## src/rtl/mem_stage_ctrl_if.sv

```systemverilog
// Bundle between the memory-stage controller and its environment (EX/MEM, data memory, MEM/WB).
// The optional out_err signal exists only when STACK_GUARD_EN is defined.
interface mem_stage_ctrl_if #(
    parameter int WORD_LENGTH   = 16,
    parameter int ADDRESS_SPACE = 12
);
    logic                       in_valid;
    logic [2:0]                 in_op;
    logic [ADDRESS_SPACE-1:0]   in_addr;
    logic [WORD_LENGTH-1:0]     in_data;
    logic [2*WORD_LENGTH-1:0]   in_pc;
    logic [2:0]                 in_rdst;
    logic                       stall;
    logic [ADDRESS_SPACE-1:0]   MAR;
    logic [WORD_LENGTH-1:0]     MDR_in;
    logic                       mem;
    logic                       rw;
    logic [WORD_LENGTH-1:0]     MDR_out;
    logic [ADDRESS_SPACE-1:0]   sp;
    logic                       out_valid;
    logic                       out_wb;
    logic [WORD_LENGTH-1:0]     out_data;
    logic [2:0]                 out_rdst;
    logic                       out_pc_load;
    logic [2*WORD_LENGTH-1:0]   out_pc;
`ifdef STACK_GUARD_EN
    logic                       out_err;
`endif

    // Environment side: upstream pipeline plus the data memory returning MDR_out.
    modport master (
        output in_valid, in_op, in_addr, in_data, in_pc, in_rdst, MDR_out,
        input  stall, MAR, MDR_in, mem, rw, sp,
               out_valid, out_wb, out_data, out_rdst, out_pc_load, out_pc
`ifdef STACK_GUARD_EN
        , input out_err
`endif
    );

    modport slave (
        input  in_valid, in_op, in_addr, in_data, in_pc, in_rdst, MDR_out,
        output stall, MAR, MDR_in, mem, rw, sp,
               out_valid, out_wb, out_data, out_rdst, out_pc_load, out_pc
`ifdef STACK_GUARD_EN
        , output out_err
`endif
    );
endinterface

```

## src/rtl/mem_stage_ctrl.sv

```systemverilog
// Memory-stage controller: decodes LOAD/STORE/PUSH/POP/CALL/RET, owns the stack pointer and
// sequences the data memory. Define STACK_GUARD_EN to suppress stack overflow/underflow accesses.
module mem_stage_ctrl #(
    parameter int                       WORD_LENGTH   = 16,
    parameter int                       ADDRESS_SPACE = 12,
    parameter logic [ADDRESS_SPACE-1:0] SP_INIT       = {ADDRESS_SPACE{1'b1}}
) (
    input logic              clk,
    input logic              reset,
    mem_stage_ctrl_if.slave  bus
);
    localparam logic [2:0] OP_LOAD  = 3'd1;
    localparam logic [2:0] OP_STORE = 3'd2;
    localparam logic [2:0] OP_PUSH  = 3'd3;
    localparam logic [2:0] OP_POP   = 3'd4;
    localparam logic [2:0] OP_CALL  = 3'd5;
    localparam logic [2:0] OP_RET   = 3'd6;

    typedef enum logic [2:0] {IDLE, RD_WAIT, CALL_HI, RET_HI, RET_LO} state_t;

    state_t                     state, next_state;
    logic [ADDRESS_SPACE-1:0]   sp_q, sp_next, sp_inc, sp_dec;
    logic [WORD_LENGTH-1:0]     pc_hi, ret_hi;
    logic [2:0]                 rdst_q;
    logic                       accept, fault;
    logic                       mem_c, rw_c;
    logic [ADDRESS_SPACE-1:0]   mar_c;
    logic [WORD_LENGTH-1:0]     mdr_c;
    logic                       pulse, pulse_wb, pulse_pc;
    logic                       out_valid_q, out_wb_q, out_pc_load_q;
    logic [WORD_LENGTH-1:0]     out_data_q;
    logic [2:0]                 out_rdst_q;
    logic [2*WORD_LENGTH-1:0]   out_pc_q;

    assign sp_inc = sp_q + {{(ADDRESS_SPACE-1){1'b0}}, 1'b1};
    assign sp_dec = sp_q - {{(ADDRESS_SPACE-1){1'b0}}, 1'b1};
    assign accept = (state == IDLE) && bus.in_valid;

`ifdef STACK_GUARD_EN
    // A stack word that would cross either end of memory is dropped and the op ends with an error.
    assign fault = (((accept && (bus.in_op == OP_PUSH || bus.in_op == OP_CALL)) || state == CALL_HI)
                    && sp_q == '0)
                || (((accept && (bus.in_op == OP_POP || bus.in_op == OP_RET)) || state == RET_HI)
                    && sp_q == SP_INIT);
`else
    assign fault = 1'b0;
`endif

    // NOTE: every signal gets a default before the case so no path leaves one unassigned (no latches).
    always_comb begin
        next_state = state;
        sp_next    = sp_q;
        mem_c      = 1'b0;
        rw_c       = 1'b1;
        mar_c      = sp_q;
        mdr_c      = bus.in_data;
        pulse      = 1'b0;
        pulse_wb   = 1'b0;
        pulse_pc   = 1'b0;
        if (fault) begin
            pulse      = 1'b1;
            next_state = IDLE;
        end else begin
            case (state)
                IDLE: if (bus.in_valid) begin
                    case (bus.in_op)
                        OP_LOAD:  begin mem_c = 1'b1; mar_c = bus.in_addr; next_state = RD_WAIT; end
                        OP_STORE: begin mem_c = 1'b1; rw_c = 1'b0; mar_c = bus.in_addr; pulse = 1'b1; end
                        OP_PUSH:  begin mem_c = 1'b1; rw_c = 1'b0; sp_next = sp_dec; pulse = 1'b1; end
                        OP_POP:   begin
                            mem_c = 1'b1; mar_c = sp_inc; sp_next = sp_inc; next_state = RD_WAIT;
                        end
                        OP_CALL:  begin
                            mem_c = 1'b1; rw_c = 1'b0; mdr_c = bus.in_pc[WORD_LENGTH-1:0];
                            sp_next = sp_dec; next_state = CALL_HI;
                        end
                        OP_RET:   begin
                            mem_c = 1'b1; mar_c = sp_inc; sp_next = sp_inc; next_state = RET_HI;
                        end
                        default: ;
                    endcase
                end
                RD_WAIT: begin pulse = 1'b1; pulse_wb = 1'b1; next_state = IDLE; end
                CALL_HI: begin
                    mem_c = 1'b1; rw_c = 1'b0; mdr_c = pc_hi; sp_next = sp_dec;
                    pulse = 1'b1; next_state = IDLE;
                end
                RET_HI:  begin mem_c = 1'b1; mar_c = sp_inc; sp_next = sp_inc; next_state = RET_LO; end
                RET_LO:  begin pulse = 1'b1; pulse_pc = 1'b1; next_state = IDLE; end
                default: next_state = IDLE;
            endcase
        end
        // A reset cycle must not complete a pending second word of CALL/RET.
        if (reset) mem_c = 1'b0;
    end

    // NOTE: state registers use non-blocking assignments so every flop samples pre-edge values.
    always_ff @(posedge clk) begin
        if (reset) begin
            state         <= IDLE;
            sp_q          <= SP_INIT;
            pc_hi         <= '0;
            ret_hi        <= '0;
            rdst_q        <= '0;
            out_valid_q   <= 1'b0;
            out_wb_q      <= 1'b0;
            out_pc_load_q <= 1'b0;
            out_data_q    <= '0;
            out_rdst_q    <= '0;
            out_pc_q      <= '0;
        end else begin
            state         <= next_state;
            sp_q          <= sp_next;
            out_valid_q   <= pulse;
            out_wb_q      <= pulse_wb;
            out_pc_load_q <= pulse_pc;
            if (accept) begin
                rdst_q <= bus.in_rdst;
                pc_hi  <= bus.in_pc[2*WORD_LENGTH-1:WORD_LENGTH];
            end
            if (state == RET_HI) ret_hi <= bus.MDR_out;
            if (pulse)    out_rdst_q <= (state == IDLE) ? bus.in_rdst : rdst_q;
            if (pulse_wb) out_data_q <= bus.MDR_out;
            if (pulse_pc) out_pc_q   <= {ret_hi, bus.MDR_out};
        end
    end

`ifdef STACK_GUARD_EN
    logic out_err_q;
    always_ff @(posedge clk) begin
        if (reset) out_err_q <= 1'b0;
        else       out_err_q <= fault;
    end
    assign bus.out_err = out_err_q;
`endif

    assign bus.stall       = (state != IDLE);
    assign bus.MAR         = mar_c;
    assign bus.MDR_in      = mdr_c;
    assign bus.mem         = mem_c;
    assign bus.rw          = rw_c;
    assign bus.sp          = sp_q;
    assign bus.out_valid   = out_valid_q;
    assign bus.out_wb      = out_wb_q;
    assign bus.out_pc_load = out_pc_load_q;
    assign bus.out_data    = out_data_q;
    assign bus.out_rdst    = out_rdst_q;
    assign bus.out_pc      = out_pc_q;
endmodule

```

## src/flat_wrapper.sv

```systemverilog
// flat-port wrapper written by rule: the top's interface ports become plain ports
module mem_stage_ctrl_flat 
#(
    parameter int                       WORD_LENGTH   = 16,
    parameter int                       ADDRESS_SPACE = 12,
    parameter logic [ADDRESS_SPACE-1:0] SP_INIT       = {ADDRESS_SPACE{1'b1}}
)
  (clk, reset, bus_in_valid, bus_in_op, bus_in_addr, bus_in_data, bus_in_pc, bus_in_rdst, bus_MDR_out, bus_stall, bus_MAR, bus_MDR_in, bus_mem, bus_rw, bus_sp, bus_out_valid, bus_out_wb, bus_out_data, bus_out_rdst, bus_out_pc_load, bus_out_pc);
  mem_stage_ctrl_if #(.WORD_LENGTH(WORD_LENGTH), .ADDRESS_SPACE(ADDRESS_SPACE)) bus_i ();
  input logic clk;
  input logic reset;
  input wire logic [$bits(bus_i.in_valid)-1:0] bus_in_valid;
  input wire logic [$bits(bus_i.in_op)-1:0] bus_in_op;
  input wire logic [$bits(bus_i.in_addr)-1:0] bus_in_addr;
  input wire logic [$bits(bus_i.in_data)-1:0] bus_in_data;
  input wire logic [$bits(bus_i.in_pc)-1:0] bus_in_pc;
  input wire logic [$bits(bus_i.in_rdst)-1:0] bus_in_rdst;
  input wire logic [$bits(bus_i.MDR_out)-1:0] bus_MDR_out;
  output wire logic [$bits(bus_i.stall)-1:0] bus_stall;
  output wire logic [$bits(bus_i.MAR)-1:0] bus_MAR;
  output wire logic [$bits(bus_i.MDR_in)-1:0] bus_MDR_in;
  output wire logic [$bits(bus_i.mem)-1:0] bus_mem;
  output wire logic [$bits(bus_i.rw)-1:0] bus_rw;
  output wire logic [$bits(bus_i.sp)-1:0] bus_sp;
  output wire logic [$bits(bus_i.out_valid)-1:0] bus_out_valid;
  output wire logic [$bits(bus_i.out_wb)-1:0] bus_out_wb;
  output wire logic [$bits(bus_i.out_data)-1:0] bus_out_data;
  output wire logic [$bits(bus_i.out_rdst)-1:0] bus_out_rdst;
  output wire logic [$bits(bus_i.out_pc_load)-1:0] bus_out_pc_load;
  output wire logic [$bits(bus_i.out_pc)-1:0] bus_out_pc;
  assign bus_i.in_valid = bus_in_valid;
  assign bus_i.in_op = bus_in_op;
  assign bus_i.in_addr = bus_in_addr;
  assign bus_i.in_data = bus_in_data;
  assign bus_i.in_pc = bus_in_pc;
  assign bus_i.in_rdst = bus_in_rdst;
  assign bus_i.MDR_out = bus_MDR_out;
  assign bus_stall = bus_i.stall;
  assign bus_MAR = bus_i.MAR;
  assign bus_MDR_in = bus_i.MDR_in;
  assign bus_mem = bus_i.mem;
  assign bus_rw = bus_i.rw;
  assign bus_sp = bus_i.sp;
  assign bus_out_valid = bus_i.out_valid;
  assign bus_out_wb = bus_i.out_wb;
  assign bus_out_data = bus_i.out_data;
  assign bus_out_rdst = bus_i.out_rdst;
  assign bus_out_pc_load = bus_i.out_pc_load;
  assign bus_out_pc = bus_i.out_pc;
  mem_stage_ctrl #(.WORD_LENGTH(WORD_LENGTH), .ADDRESS_SPACE(ADDRESS_SPACE), .SP_INIT(SP_INIT)) u_core (.clk(clk), .reset(reset), .bus(bus_i));
endmodule
```

## config.mk

```make
export PLATFORM = sky130hd
export DESIGN_NAME = mem_stage_ctrl_flat
export DESIGN_NICKNAME = d
export VERILOG_FILES = /design/src/rtl/mem_stage_ctrl_if.sv /design/src/rtl/mem_stage_ctrl.sv /design/src/flat_wrapper.sv
export SDC_FILE = /design/constraint.sdc
export NUM_CORES = 1
export LEC_CHECK = 0
export BUFFER_PORTS_ARGS = -buffer_cell sky130_fd_sc_hd__buf_2
export CELL_PAD_IN_SITES_DETAIL_PLACEMENT = 2
export CELL_PAD_IN_SITES_GLOBAL_PLACEMENT = 2
export CORE_ASPECT_RATIO = 1.75
export CORE_MARGIN = 2
export CORE_UTILIZATION = 25
export DETAILED_ROUTE_END_ITERATION = 10
export PLACE_DENSITY_LB_ADDON = 0.3
export SLEW_MARGIN = 15
export SYNTH_ARGS = -nofsm -noshare
export SYNTH_HDL_FRONTEND = slang
export SYNTH_SLANG_ARGS = --single-unit
```

## constraint.sdc

```tcl
create_clock -name clk -period 2.1 [get_ports clk]
set_input_delay 0.315 -clock clk [delete_from_list [all_inputs] [get_ports clk]]
set_output_delay 0.315 -clock clk [all_outputs]
set_load 0.05 [all_outputs]
```

==> metrics.cfg <==
[run]
cap_violations=0

[clock_tree]
cts_max_level=3
root_buffer=clkbuf_16
clk_latency_ns=0.36
clockBufferDepth=2
cts_buffers=9
path_clk_slew_ns=0.07
hold_buffers=0
cts_tree=built
cts.sinks=104

[timing]
rsz0062_at_grt=true
max_freq_ghz=0.402
setup-tns-final_ns=-6.87
clock_skew_ns=0.00332
holdWs_ns=0.182
hold_violations=0
report.final.slew_viol_count=0
min_period_over_period_pct=118
worst_pin_slew_ns=0.670
max_slew_margin_pct=55.4
layout_setup_ws_ns=-0.385
fin_crit_ns=2.49
finalSetupViolCount=30

[power]
p_leak_nw=3.32
p_per_area_mw_per_mm2=724
total_power_mw=5.56
ir_worst_vdd_uv=415

[global_route]
grt_max_degree=63
antenna_found_initial=3
grt_pass1_wl_um=35600
grt_use_total_pct=22.6
grt_pass1_vias=6510
grt_overflow=0

[layout]
final-seq-area_mm2=0.00213
layout_commonest_cell=nand2_1
layout_common_cells=nand2_1, buf_2, dfxtp_1
multiInputGateArea_mm2=0.00286
layout.nets=970
drive_gt1_share_pct=43.6
syn_to_final_growth_pct=59.4
stdcell_count=1132
n_fill_cell=2159
fin_util_pct=40.4
fin_area_mm2=0.00768

[route]
route.detailed.drc=0
firstDrtPassIters=6
final_antenna_net_count=0
drt_first_iter_violations=261
wl_um=24400
avgRoutedWirePerCell_um=21.5
vias=5804
vias_per_cell=5.13

[logic_synthesis]
synthesis.area_mm2=0.00482
synth-simple-area-share_pct=25.1
synth_area_per_cell_um2=7.52
synthXorXnorAreaFrac_pct=1.09
synth-seq-cells=104
synthMuxAreaShare_pct=2.49
async_flop_share_pct=0
synthTopCellsByArea=dfxtp_1, nand2_1, a21oi_1, a222oi_1, mux2i_1
ys.flop_type=dfxtp_1
syn_inst=641
netlist.top_cell.by_area=dfxtp_1
synth-edff-count=0
seq_area_frac_synth_pct=43.2
synth.distinct_cells=47
synth_top_area_share_pct=43.2
yosys_warnings=0
synthAdderAreaFrac_pct=0.519
synth_top_family_by_area=simple AND/OR/NAND/NOR gates
synth_compound_area_share_pct=20.7
synth_fp_nets=728

[die]
io_pins=182
die_x_um=109
core-area_mm2=0.0190
initial_core_util_pct=25.3
rows=67
die_area_mm2=0.0205
die_h_um=188

[placed_design]
placed_cell_area_mm2=0.00642
place_congestion=0.871
post-place-ws_ns=-0.114
placedCellCount=1075
place_hpwl_um=15800
io_buffers=181

[setup_path]
reg2reg_from=u_core.bus.sp[0]
crit_start=u_core.state[1]
reg2reg_slack_ns=-0.08
endpoint_kind=output pin
r2r_end=u_core.bus.sp[8]
path_delay_family=buffers and inverters
cp.required_ns=1.78
path_max_fanout=7
arrival_ns=2.17
cp.buffers_inverters=3
slowest_delay_ns=0.39
cp_cell_sequence=buf_6, and3b_4, a41oi_4, buf_6, nor2_1, o21ai_0, nand2_1, buf_6
path_class=reg2out
reg2reg_depth=8
crit_end=bus_MAR[11]
critPathLaunchType=flop
cp.depth=8
crit_slowest_cell=dfxtp_4
cpMostUsedCell=buf_6

[hold_path]
worstHoldPathType=in2reg

[status]
violations=negative setup slack
status=finished, violations left

-- area by class of cell --
class,count,area share [%]
timing repair buffer,277,25.6
tap,241,3.93
inverter,28,1.42
antenna,3,0.0977
sequential,104,27.7
clock inverter,6,0.863
multi-input combinational,463,37.3
clock buffer,10,3.11
-- worst min path at each step --
stage / startpoint / to / slack (ns) / cells after the start
after floorplan: u_core.ret_hi[0] / u_core.bus.out_pc[16] / 0.43 / 2
after global placement: u_core.ret_hi[11] / u_core.bus.out_pc[27] / 0.44 / 2
after detailed placement: u_core.bus.out_pc[15] / u_core.bus.out_pc[15] / 0.45 / 2
after CTS: bus_in_pc[21] / u_core.pc_hi[5] / 0.17 / 3
after global routing: bus_in_pc[17] / u_core.pc_hi[1] / 0.20 / 3
final: bus_in_pc[21] / u_core.pc_hi[5] / 0.18 / 3
-- state kept, by name, indices dropped and copies added (netlist names) --
register,cells
u_core.bus.out_pc,32
u_core.bus.out_data,16
u_core.pc_hi,16
u_core.ret_hi,16
u_core.bus.sp,12
u_core.bus.out_rdst,3
u_core.rdst_q,3
u_core.state,3
u_core.bus.out_pc_load,1
u_core.bus.out_valid,1
u_core.bus.out_wb,1
-- kinds of logic (layout without fill, tap and decap cells) --
logic type                 Yosys count  count (layout)
AOI/OAI and AO/OA                  164             165
xor gates and xnor gates             6               6
adders and majority gates            2               2
muxes                               12              12
other                                0               3
buffers and inverters               75             321
and+or+nand+nor                    278             278
DFF                                104             104
-- tightest hold or removal path, stage by stage --
cell	delay [ns]
buf_2	0.09
nand2_1	0.04
a21oi_1	0.05
-- metal layers --
layer	part of all wire, %	vias to the layer above	GRT usage, %
met1	35	2873	23.2
met5	0	-	0
met2	57	185	42.6
li1	-	2681	-
met3	3.7	65	3.82
met4	4.3	0	11.1
-- power by group --
group	switching (mW)	internal (mW)
clock network	0.824	0.963
logic	1.02	0.670
registers	0.0587	2.02
-- cells in the mapped netlist, drive strengths merged, types with 6 or more instances --
library cell	number
o21ai	24
a222oi	12
nand3	18
nor3	11
buf	19
dfxtp	104
or3	12
mux2i	12
nor4	6
clkbuf	28
a22oi	10
a21oi	95
nor2	25
nand2	184
inv	28
-- what timing repair did --
action,in CTS,in global routing
setup endpoints to repair,30,33
gates resized for setup,133,47
setup buffers,18,19
pin swaps,22,21
gates cloned,3,0
Note: power is estimated with default switching activity, not from simulation.
